## src/rtl/exe_stage.sv

```systemverilog
// Execute stage with EXE/MEM register and NZCV status; Val2 shifter, ALU, branch target.
// Latency: br_taken/br_addr combinational, alu_res/sr one cycle; freeze holds all state, no backpressure otherwise.
// Optional operand forwarding from MEM/WB compiled in with `define EXE_FORWARDING_EN.
module exe_stage (
    input  logic        clk,
    input  logic        rst,
    input  logic        freeze,
    input  logic        wb_en_in,
    input  logic        mem_r_en_in,
    input  logic        mem_w_en_in,
    input  logic        b_in,
    input  logic        s_in,
    input  logic        imm_in,
    input  logic [3:0]  exe_cmd_in,
    input  logic [31:0] pc_in,
    input  logic [31:0] val_rn_in,
    input  logic [31:0] val_rm_in,
    input  logic [11:0] shift_operand_in,
    input  logic [23:0] signed_imm_24_in,
    input  logic [3:0]  dest_in,
    input  logic [3:0]  src1_in,
    input  logic [3:0]  src2_in,
    input  logic [31:0] wb_value,
    input  logic [3:0]  wb_dest,
    input  logic        wb_wb_en,
    output logic        br_taken,
    output logic [31:0] br_addr,
    output logic [3:0]  sr,
    output logic        wb_en,
    output logic        mem_r_en,
    output logic        mem_w_en,
    output logic [31:0] alu_res,
    output logic [31:0] st_val,
    output logic [3:0]  dest,
    output logic        fwd_en
);
    localparam logic [3:0] CMD_MOV = 4'b0001;
    localparam logic [3:0] CMD_MVN = 4'b1001;
    localparam logic [3:0] CMD_ADD = 4'b0010;
    localparam logic [3:0] CMD_ADC = 4'b0011;
    localparam logic [3:0] CMD_SUB = 4'b0100;
    localparam logic [3:0] CMD_SBC = 4'b0101;
    localparam logic [3:0] CMD_AND = 4'b0110;
    localparam logic [3:0] CMD_ORR = 4'b0111;
    localparam logic [3:0] CMD_EOR = 4'b1000;

    logic [31:0] op1;
    logic [31:0] op_m;
    logic [31:0] val2;
    logic [31:0] b_op;
    logic        cin;
    logic        arith;
    logic [32:0] sum;
    logic [31:0] res;
    logic [3:0]  flags;

    assign br_taken = b_in;
    assign br_addr  = pc_in + {{6{signed_imm_24_in[23]}}, signed_imm_24_in, 2'b00};

`ifdef EXE_FORWARDING_EN
    // MEM stage result is younger than WB, so it takes priority
    always_comb begin
        op1  = val_rn_in;
        op_m = val_rm_in;
        if (wb_en && dest == src1_in)
            op1 = alu_res;
        else if (wb_wb_en && wb_dest == src1_in)
            op1 = wb_value;
        if (wb_en && dest == src2_in)
            op_m = alu_res;
        else if (wb_wb_en && wb_dest == src2_in)
            op_m = wb_value;
    end
    assign fwd_en = 1'b1;
`else
    logic unused_fwd;
    assign op1        = val_rn_in;
    assign op_m       = val_rm_in;
    assign fwd_en     = 1'b0;
    assign unused_fwd = ^{wb_value, wb_dest, wb_wb_en, src1_in, src2_in};
`endif

    logic [4:0]  rot_amt;
    logic [4:0]  sh_amt;
    logic [63:0] imm_dbl;
    logic [63:0] rm_dbl;

    assign rot_amt = {shift_operand_in[11:8], 1'b0};
    assign sh_amt  = shift_operand_in[11:7];
    assign imm_dbl = {2{24'b0, shift_operand_in[7:0]}} >> rot_amt;
    assign rm_dbl  = {op_m, op_m} >> sh_amt;

    always_comb begin
        val2 = op_m;
        if (mem_r_en_in || mem_w_en_in)
            val2 = {20'b0, shift_operand_in};
        else if (imm_in)
            val2 = imm_dbl[31:0];
        else begin
            case (shift_operand_in[6:5])
                2'b00:   val2 = op_m << sh_amt;
                2'b01:   val2 = op_m >> sh_amt;
                2'b10:   val2 = $unsigned($signed(op_m) >>> sh_amt);
                default: val2 = rm_dbl[31:0];
            endcase
        end
    end

    // Subtraction is op1 + ~val2 + cin so carry means "no borrow"
    always_comb begin
        arith = 1'b0;
        b_op  = val2;
        cin   = 1'b0;
        res   = 32'b0;
        case (exe_cmd_in)
            CMD_MOV: res = val2;
            CMD_MVN: res = ~val2;
            CMD_ADD: arith = 1'b1;
            CMD_ADC: begin arith = 1'b1; cin = sr[1]; end
            CMD_SUB: begin arith = 1'b1; b_op = ~val2; cin = 1'b1; end
            CMD_SBC: begin arith = 1'b1; b_op = ~val2; cin = sr[1]; end
            CMD_AND: res = op1 & val2;
            CMD_ORR: res = op1 | val2;
            CMD_EOR: res = op1 ^ val2;
            default: res = 32'b0;
        endcase
        sum = {1'b0, op1} + {1'b0, b_op} + {32'b0, cin};
        if (arith)
            res = sum[31:0];
    end

    always_comb begin
        flags[3] = res[31];
        flags[2] = (res == 32'b0);
        flags[1] = arith ? sum[32] : sr[1];
        flags[0] = arith ? ((op1[31] == b_op[31]) && (sum[31] != op1[31])) : sr[0];
    end

    always_ff @(posedge clk or posedge rst) begin
        if (rst) begin
            sr       <= 4'b0;
            wb_en    <= 1'b0;
            mem_r_en <= 1'b0;
            mem_w_en <= 1'b0;
            alu_res  <= 32'b0;
            st_val   <= 32'b0;
            dest     <= 4'b0;
        end else if (!freeze) begin
            if (s_in)
                sr <= flags;
            wb_en    <= wb_en_in;
            mem_r_en <= mem_r_en_in;
            mem_w_en <= mem_w_en_in;
            alu_res  <= res;
            st_val   <= op_m;
            dest     <= dest_in;
        end
    end
endmodule

```

## config.mk

```make
export PLATFORM = sky130hd
export DESIGN_NAME = exe_stage
export DESIGN_NICKNAME = d
export VERILOG_FILES = /design/src/rtl/exe_stage.sv
export SDC_FILE = /design/constraint.sdc
export NUM_CORES = 1
export LEC_CHECK = 0
export BUFFER_PORTS_ARGS = -buffer_cell sky130_fd_sc_hd__buf_4
export CAP_MARGIN = 5
export CELL_PAD_IN_SITES_DETAIL_PLACEMENT = 0
export CELL_PAD_IN_SITES_GLOBAL_PLACEMENT = 2
export CORE_ASPECT_RATIO = 0.9
export CORE_MARGIN = 2
export CORE_UTILIZATION = 31
export DETAILED_ROUTE_END_ITERATION = 7
export HOLD_SLACK_MARGIN = 0.08
export PLACE_DENSITY = 0.79
export SYNTH_ARGS = -nofsm -noshare
export SYNTH_HDL_FRONTEND = slang
export SYNTH_SLANG_ARGS = --single-unit
export TNS_END_PERCENT = 1
```

## constraint.sdc

```tcl
create_clock -name clk -period 3.5 [get_ports clk]
set_clock_uncertainty 0.15 [all_clocks]
set_input_delay 0.35 -clock clk [delete_from_list [all_inputs] [get_ports clk]]
set_output_delay 0.35 -clock clk [all_outputs]
set_load 0.1 [all_outputs]
```

After elaboration in Yosys (flattened, before gate mapping)
Index checks and enable logic that the tools add are counted.
{ "classes": {"addsub": 3, "eq_ne": 13, "n_shift": 5, "muxes": 8, "bitwise": 5, "n_reduce_logical": 9} }
{ "op_table": {"columns": ["operator", "n"], "rows": [
  ["$pmux W32 S5", 1],
  ["$mux W32", 4],
  ["$pmux W32 S3", 1],
  ["$shr A64 B5 Y32", 1],
  ["$shr A40 B5 Y32", 1],
  ["$add A32 B32 Y33", 1],
  ["$add A33 B1 Y33", 1],
  ["$add A32 B32 Y32", 1],
  ["$and A32 B32 Y32", 1],
  ["$logic_not A32 Y1", 1],
  ["$not A32 Y32", 1],
  ["$or A32 B32 Y32", 1],
  ["$shl A32 B5 Y32", 1],
  ["$shr A32 B5 Y32", 1],
  ["$sshr A32 B5 Y32", 1],
  ["$xor A32 B32 Y32", 1],
  ["$eq A4 B3 Y1 const B", 4],
  ["$eq A4 B2 Y1 const B", 2],
  ["$eq A4 B4 Y1 const B", 2],
  ["$eq A4 B1 Y1 const B", 1],
  ["$reduce_or A2 Y1", 2],
  ["$reduce_or A4 Y1", 1],
  ["$reduce_and A3 Y1", 1],
  ["$eq A2 B1 Y1 const B", 1],
  ["other kinds (10)", 10]
]} }
{ "word_totals": {"ff_bits": 75, "inputBits": 194, "elab_cells": 51} }

Depth between registers and ports, before layout
Gate-level depths: netlist (run 1).
{ "logic_depth": {"depth_word": 10, "mapped_depth": 26, "depth_no_buf": 21} }

Worst setup path after synthesis (run 1)
No wires, ideal clock.
{ "synth_path": {"path_type": "input -> register", "from": "input shift_operand_in[7]", "to": "register sr[2]", "setup_time_ns": 0.077, "t_arrival_ns": 5.215, "required_time_ns": 3.273, "slack_ns": -1.941, "path_stages": 24, "n_path_buf": 4, "cell_sequence": "buf_6 buf_12 buf_8 buf_6 mux4_2 mux2_2 o2111ai_1 a32oi_1 o21ai_0 nor2_1 o21ai_0 xnor2_1 ha_1 and4_1 and2_1 and4_1 nor3b_1 o41ai_1 a21oi_1 o31ai_1 mux2i_1 o2111a_1 o2111ai_1 o21ai_1"} }
{ "synth_between": {"elab_chain_len": 10} }
{ "synth_lines": {"columns": ["element", "line", "text"], "rows": [
  ["start: declaration", "18", "input logic [11:0] shift_operand_in,"],
  ["$shr A64 B5 Y32, or another cell as far along", "91", "assign rm_dbl = {op_m, op_m} >> sh_amt;"],
  ["$pmux W32 S3", "100", "case (shift_operand_in[6:5])"],
  ["$mux W32", "97", "else if (imm_in)"],
  ["$mux W32 *", "95", "if (mem_r_en_in || mem_w_en_in)"],
  ["$not A32 Y32", "117, 120, 121", null],
  ["$mux W32", null, null],
  ["$add A32 B32 Y33", "127", "sum = {1'b0, op1} + {1'b0, b_op} + {32'b0, cin};"],
  ["$add A33 B1 Y33", "127", null],
  ["$mux W32 *", "128", "if (arith)"],
  ["$logic_not A32 Y1 *", "134", "flags[2] = (res == 32'b0);"],
  ["end signal: assignment", "150", "sr <= flags;"],
  ["end: declaration", "28", "output logic [3:0] sr,"]
]} }
Mark *: on every way between the ends. The rest lies on a longest branch, timed or not.
A chain may end at the register's enable or synchronous reset.

Final worst setup path (run 1)
Ends and elaborated chain as after synthesis.

==> impl_metrics.tcl, run 1 <==
set metrics [dict create \
    synth_cells 1902 \
    period_share 1.503 \
    grt_pass1_vias 19660 \
    synthFlopType "dfrtp_1" \
    syn_avg_cell_area_um2 8.095 \
    p_seq_frac 0.132 \
    setup_viol 40 \
    drcViolationCount 0 \
    drv_slew 0 \
    grt_overflow 0 \
    pwr-share-comb 0.734 \
    grt_max_degree 45 \
    switching_share 0.5363 \
    area_growth_pct 58.05 \
    drive_gt1_frac 0.4860 \
    cp-startpoint "shift_operand_in[7]" \
    cp-endpoint "sr[2]" \
    cts_tree "yes" \
    cp_slowest_stage_delay_ns 0.63 \
    die_w_um 238.9 \
    yosysWarnings 0 \
    die_y_um 215.4 \
    yosysTopAreaCellShare 0.1219 \
    dr.pass1.iters 5 \
    worstPathMaxFanout 8 \
    ant_nets 0 \
    r2r-start "sr[1]" \
    place.gp.congestion 1.017 \
    timing.rr.end "sr[2]" \
    pwr-share-clk 0.133 \
    port_buffers 250 \
    cts_made_buffers 9 \
    clockBufferDepth 2 \
    tightestPinTransition_ns 0.6567 \
    r2r_cells 18 \
    core_area_mm2 0.04913 \
    fp-row-count 77 \
    violations "setup timing" \
    place_hpwl_um 73080 \
    start_kind "primary input" \
    critPathArrivalTime_ns 5.43 \
    antenna_found_initial 1 \
    postLayoutCoreUtil 0.4952 \
    ir_drop_v 0.0003671 \
    routed_wl_um 89700 \
    path_delay_family "compound AO/OA/AOI/OAI gates" \
    syn-cell-area_mm2 0.01540 \
    synth.distinct_cells 103 \
    rrSetupSlack_ns -0.98 \
    htree_levels 3 \
    hold_class "primary input to flip-flop" \
    wire_per_inst_um 26.59 \
    p_int_uw 3723 \
    synth_area_leaders "dfrtp_1 12%, mux4_2 10%, ha_1 10%" \
    drt_iter0_drc 2055 \
    via_per_inst 5.851 \
    ys_seq_area_frac 0.1219 \
    dr_total_vias 19740 \
    path_buf_inv 5 \
    dp.cells 3314 \
    slowest_stage "mux4_1" \
    root_buffer "clkbuf_16" \
    timing.final.ws_setup_ns -1.761 \
    outcome "complete, but fails checks" \
    cp.depth 24 \
    ios 303 \
    n_antenna_cell 0 \
    required_ns 3.67 \
    relSlewSlack 0.5598 \
    leakagePower_uw 0.01143 \
    synth_edf_count 0 \
    cp-end-kind "flip-flop" \
    worstSetupPathType "primary input to flip-flop" \
    yosysMostFrequentCell "nand2_1" \
    async_flop_share 1.000 \
    max_freq_mhz 190.1 \
    gr-usage-all-layers 0.3453 \
    fin_setup_tns_ns -39.70 \
    fin_cells 3373 \
    die_area_mm2 0.05147 \
    p_switching_uw 4306 \
    post-route-min-period_ns 5.261 \
    pre_cts_ws_ns -2.868 \
    crit_chain "buf_12 > buf_12 > mux4_1 > buf_4 > a221o_1 > o2111ai_2 > a32oi_1 > o21ai_2 > nor2_1 > o21ai_2 > xnor2_2 > ha_1 > buf_4 > buf_4 > or3_1 > o21ai_2 > a31o_2 > xor2_1 > nor2_1 > a2111o_1 > nor4b_4 > and4_1 > nand4_1 > o21ai_1" \
    syn_nets 2223 \
    powerDensity_mw_per_mm2 330.0 \
    start_util 0.3133 \
    yosysTopAreaCell "dfrtp_1" \
    cts.sinks 75 \
    clkTransAtPathRegs_ns 0.08 \
    max_cap_viol_count 0 \
    synth-seq-cells 75 \
    finalNetCount 3057 \
    worst_skew_pair.late_latency_ns 0.40 \
    grt_setup_unrepaired "yes" \
    grt_first_pass_wirelength_um 131500 \
    timing.final.hold_violations 0 \
    ys_top_cells_by_count "166 x nand2_1, 156 x nor2_1, 124 x ha_1, 121 x a21oi_1, 99 x o21ai_0" \
]
## what timing repair did
| item | 4_1_cts | 5_1_grt |
|---|---|---|
| buffers inserted | 29 | 6 |
| endpoints found under the setup margin | 47 | 46 |
| hold endpoints to repair | 29 | 0 |
| pin swaps | 56 | 35 |
| gates resized for setup | 158 | 55 |
| cloned | 2 | 0 |
| hold buffers | 7 | 0 |
## power by group through the flow
stage | registers (uW) | clock network (uW) | logic (uW)
after floorplan | 1930 | 0 | 2370
after global placement | 1070 | 0 | 5460
after detailed placement | 1080 | 0 | 5470
after CTS | 1060 | 1110 | 5730
after global routing | 1070 | 1130 | 6160
final | 1060 | 1070 | 5900
## cells by family (layout without fill, tap and decap cells)
family	Yosys count	count (layout)	share of synthesized area
muxes	219	219	0.2154
and+or+nand+nor	557	557	0.1717
AOI/OAI and AO/OA	572	572	0.2618
adders and majority gates	127	127	0.1047
DFF	75	75	0.1219
xor gates and xnor gates	84	84	0.04779
buffers and inverters	267	1106	0.07647
other	1	1	0.0002436
## sequential cells by signal, indices dropped and copies added (netlist names)
name	flops
dest	4
mem_r_en	1
mem_w_en	1
alu_res	32
wb_en	1
sr	4
st_val	32
## how the worst min path moves through the flow
| stage | from | endpoint | slack, ns | depth (start not counted) |
|---|---|---|---|---|
| after floorplan | mem_r_en_in | mem_r_en | 0.35 | 1 |
| after global placement | rst | dest[0] | 0.22 | 2 |
| after detailed placement | rst | wb_en | 0.23 | 2 |
| after CTS | val_rm_in[23] | st_val[23] | 0.11 | 2 |
| after global routing | val_rm_in[23] | st_val[23] | 0.12 | 2 |
| final | val_rm_in[23] | st_val[23] | 0.14 | 2 |
## cell type report
cell class / instances / area [um2]
fillers: 4732 / 24800
multi-input cells: 1560 / 13170
repair buffers: 991 / 7816
flip-flops and latches: 75 / 1877
well taps: 632 / 790.8
inverters: 99 / 372.9
clock buffers: 9 / 225.2
clock inverters: 7 / 81.33
## layout by cell type, fill, tap and decap left out, types with 17 or more instances in the layout
cell / n
buf_4: 941
nand2_1: 166
nor2_1: 147
ha_1: 122
a21oi_1: 104
inv_1: 93
o21ai_0: 79
mux2_2: 75
dfrtp_1: 75
mux4_2: 73
xnor2_1: 53
mux2i_1: 51
nand3_1: 44
nor3_1: 35
a211oi_1: 27
xor2_1: 27
o211ai_1: 26
nand2b_1: 25
nor2b_1: 22
a22oi_1: 22
a31oi_1: 21
buf_6: 21
a21o_1: 20
o22ai_1: 17
buf_12: 17
## stage by stage
step / instance area, um2 / hold WS [ns] / power (uW)
floorplan: 15440 / 0.3506 / 4300
global placement: 22710 / 0.2250 / 6529
detailed placement: 22710 / 0.2288 / 6544
CTS: 24020 / 0.1150 / 7895
global route: 24330 / 0.1227 / 8358
finish: 24330 / 0.1377 / 8029
## metal layers
metal  vias to the layer above  wire length [um]  part of all wire  global-route usage
li1                       8838                 -                 -                   -
met2                       961             37970              0.42              0.5049
met1                      9832             41510              0.46              0.5138
met3                       105              8117             0.090             0.07022
met5                         -                 0                 0                   0
met4                         0              2099             0.023             0.08583
Note: power is estimated with default switching activity, not from simulation.
==> run 2, diff against run 1 <==
--- a/config.mk
+++ b/config.mk
@@ -10,7 +10,7 @@
 export CELL_PAD_IN_SITES_DETAIL_PLACEMENT = 0
 export CELL_PAD_IN_SITES_GLOBAL_PLACEMENT = 2
 export CORE_ASPECT_RATIO = 0.9
-export CORE_MARGIN = 2
+export CORE_MARGIN = 8
 export CORE_UTILIZATION = 31
 export DETAILED_ROUTE_END_ITERATION = 7
 export HOLD_SLACK_MARGIN = 0.08
==> run 2 against run 1 <==
  * The run still ends with setup timing left
  * Via count rose by 0.79%
  * Flip-flop and latch count stayed put
  * Final area increased by 0.38%
  * Core utilization rose by 0.19 points
  * Combinational power grew 0.7%
  * Clock-buffer cell count did not move
  * Die area is 11% higher
  * Hold slack got worse by 0.032 ns
  * Non-clock buffer count increased by 5
  * Critical path type unchanged
  * Largest power group unchanged
  * Highest routed layer unchanged
==> impl_metrics.tcl, run 2 (same netlist as run 1, synthesis figures left out) <==
set metrics [dict create \
    max_cap_viol_count 0 \
    pre_cts_ws_ns -2.862 \
    p_switching_uw 4328 \
    n_antenna_cell 0 \
    antenna_found_initial 1 \
    path_buf_inv 5 \
    die_w_um 250.9 \
    max_freq_mhz 189.9 \
    slowest_stage "o31ai_1" \
    required_ns 3.67 \
    cp.depth 22 \
    timing.rr.end "sr[2]" \
    dr_total_vias 19890 \
    core_area_mm2 0.04913 \
    timing.final.ws_setup_ns -1.766 \
    dpl_cell_area_mm2 0.02284 \
    clockBufferDepth 2 \
    grt_pass1_vias 20090 \
    switching_share 0.5330 \
    rrSetupSlack_ns -0.94 \
    p_int_uw 3792 \
    path_delay_family "compound AO/OA/AOI/OAI gates" \
    ant_nets 0 \
    final_common_cell "buf_4" \
    pwr-share-clk 0.138 \
    via_per_inst 5.889 \
    worstPathMaxFanout 13 \
    ios 303 \
    timing.final.hold_violations 0 \
    finalNetCount 3062 \
    r2r_cells 18 \
    cts_made_buffers 9 \
    gr-usage-all-layers 0.3119 \
    fin_setup_tns_ns -41.52 \
    powerDensity_mw_per_mm2 332.4 \
    p_seq_frac 0.131 \
    whs_ns 0.1055 \
    port_buffers 250 \
    worst_skew_pair.late_latency_ns 0.41 \
    die_area_mm2 0.05706 \
    fill_cells 4825 \
    cp-startpoint "shift_operand_in[10]" \
    grt_first_pass_wirelength_um 134000 \
    clkTransAtPathRegs_ns 0.08 \
    drive_gt1_frac 0.4909 \
    start_util 0.3133 \
    area_growth_pct 58.64 \
    wire_per_inst_um 27.25 \
    die_y_um 227.4 \
    tightestPinTransition_ns 1.083 \
    outcome "complete, but fails checks" \
    ir_drop_v 0.0004617 \
    dr.pass1.iters 7 \
    place.gp.congestion 1.039 \
    worstSetupPathType "primary input to flip-flop" \
    grt_max_degree 76 \
    drt_iter0_drc 2042 \
    largestRegisters "alu_res x32, st_val x32" \
    post-route-min-period_ns 5.266 \
    root_buffer "clkbuf_16" \
    cp-end-kind "flip-flop" \
    cp-endpoint "sr[2]" \
    cts_tree "yes" \
    period_share 1.505 \
    grt_overflow 0 \
    drcViolationCount 0 \
    crit_top_cell "buf_4" \
    start_kind "primary input" \
    leakagePower_uw 0.01144 \
    r2r-start "sr[1]" \
    critPathArrivalTime_ns 5.44 \
    final_cell_mix "953 x buf_4, 165 x nand2_1, 148 x nor2_1, 122 x ha_1, 99 x a21oi_1" \
    drv_slew 0 \
    grt_setup_unrepaired "yes" \
    pwr-share-comb 0.731 \
    hold_class "primary input to flip-flop" \
    place_hpwl_um 74110 \
    p_total_uw 8120 \
    setup_viol 39 \
    fp-row-count 77 \
    finalInstanceArea_mm2 0.02442 \
    violations "setup timing" \
    crit_chain "buf_4 > buf_4 > buf_4 > or2_2 > buf_4 > o31ai_1 > o21ai_0 > a41oi_4 > xor2_1 > ha_1 > and4_4 > and2_4 > o2111a_2 > nor3b_4 > o41ai_4 > a21oi_2 > buf_4 > o2111ai_1 > nand3_1 > a2111oi_2 > o2111ai_1 > o21ai_1" \
    relSlewSlack 0.2780 \
    cts.sinks 75 \
    routed_wl_um 92060 \
    cp_slowest_stage_delay_ns 0.53 \
    htree_levels 3 \
]
run 2: cell count changes in the layout (fill, tap and decap cells not counted), sizes merged:
cell      delta
bufbuf       -1
buf          +6
bufinv       +1
clkinvlp     +3
inv          -1
clkinv       -3
run 2: worst min-delay path by stage:
stage	startpoint	endpoint	cells after the start
2_1_floorplan	mem_r_en_in	mem_r_en	1
3_3_place_gp	alu_res[6]	alu_res[6]	2
3_5_place_dp	alu_res[6]	alu_res[6]	2
4_1_cts	val_rm_in[23]	st_val[23]	2
5_1_grt	val_rm_in[23]	st_val[23]	2
6_report	val_rm_in[23]	st_val[23]	2
run 2: routing by layer:
metal	global-route usage	vias to the layer above	share of wire
met4	0.09944	0	0.032
met2	0.4705	979	0.42
met5	0	-	0
met1	0.4335	9891	0.45
met3	0.07794	161	0.095
li1	-	8861	-
run 2: timing repair:
| item | CTS | global route |
|---|---|---|
| cloned | 1 | 0 |
| hold buffers | 7 | 0 |
| hold endpoints to repair | 7 | 0 |
| setup buffers | 21 | 2 |
| pin swaps | 81 | 32 |
| resized for setup | 199 | 33 |
| endpoints found under the setup margin | 47 | 46 |
run 2: per-stage QoR:
step / std cells / utilization
final: 3378 / 0.4971
after global routing: 3378 / 0.4971
after CTS: 3376 / 0.4934
after detailed placement: 3333 / 0.4648
after global placement: 3333 / 0.4648
after floorplan: 1902 / -
run 2: cell type report:
type                            count  area, um2  area share
Multi-Input combinational cell   1560      13300      0.5446
Timing Repair Buffer              996       7776      0.3184
Sequential cell                    75       1877     0.07684
Tap cell                          632      790.8     0.03238
Inverter                           99      372.9     0.01527
Clock buffer                        9      225.2    0.009221
Clock inverter                      7      81.33    0.003330
run 2: power groups by stage:
stage | clock network (uW) | registers, uW | logic, uW
3_3_place_gp | 0 | 1070 | 5470
4_1_cts | 1150 | 1060 | 5810
6_report | 1120 | 1060 | 5940
3_5_place_dp | 0 | 1080 | 5490
2_1_floorplan | 0 | 1930 | 2370
5_1_grt | 1160 | 1080 | 6190
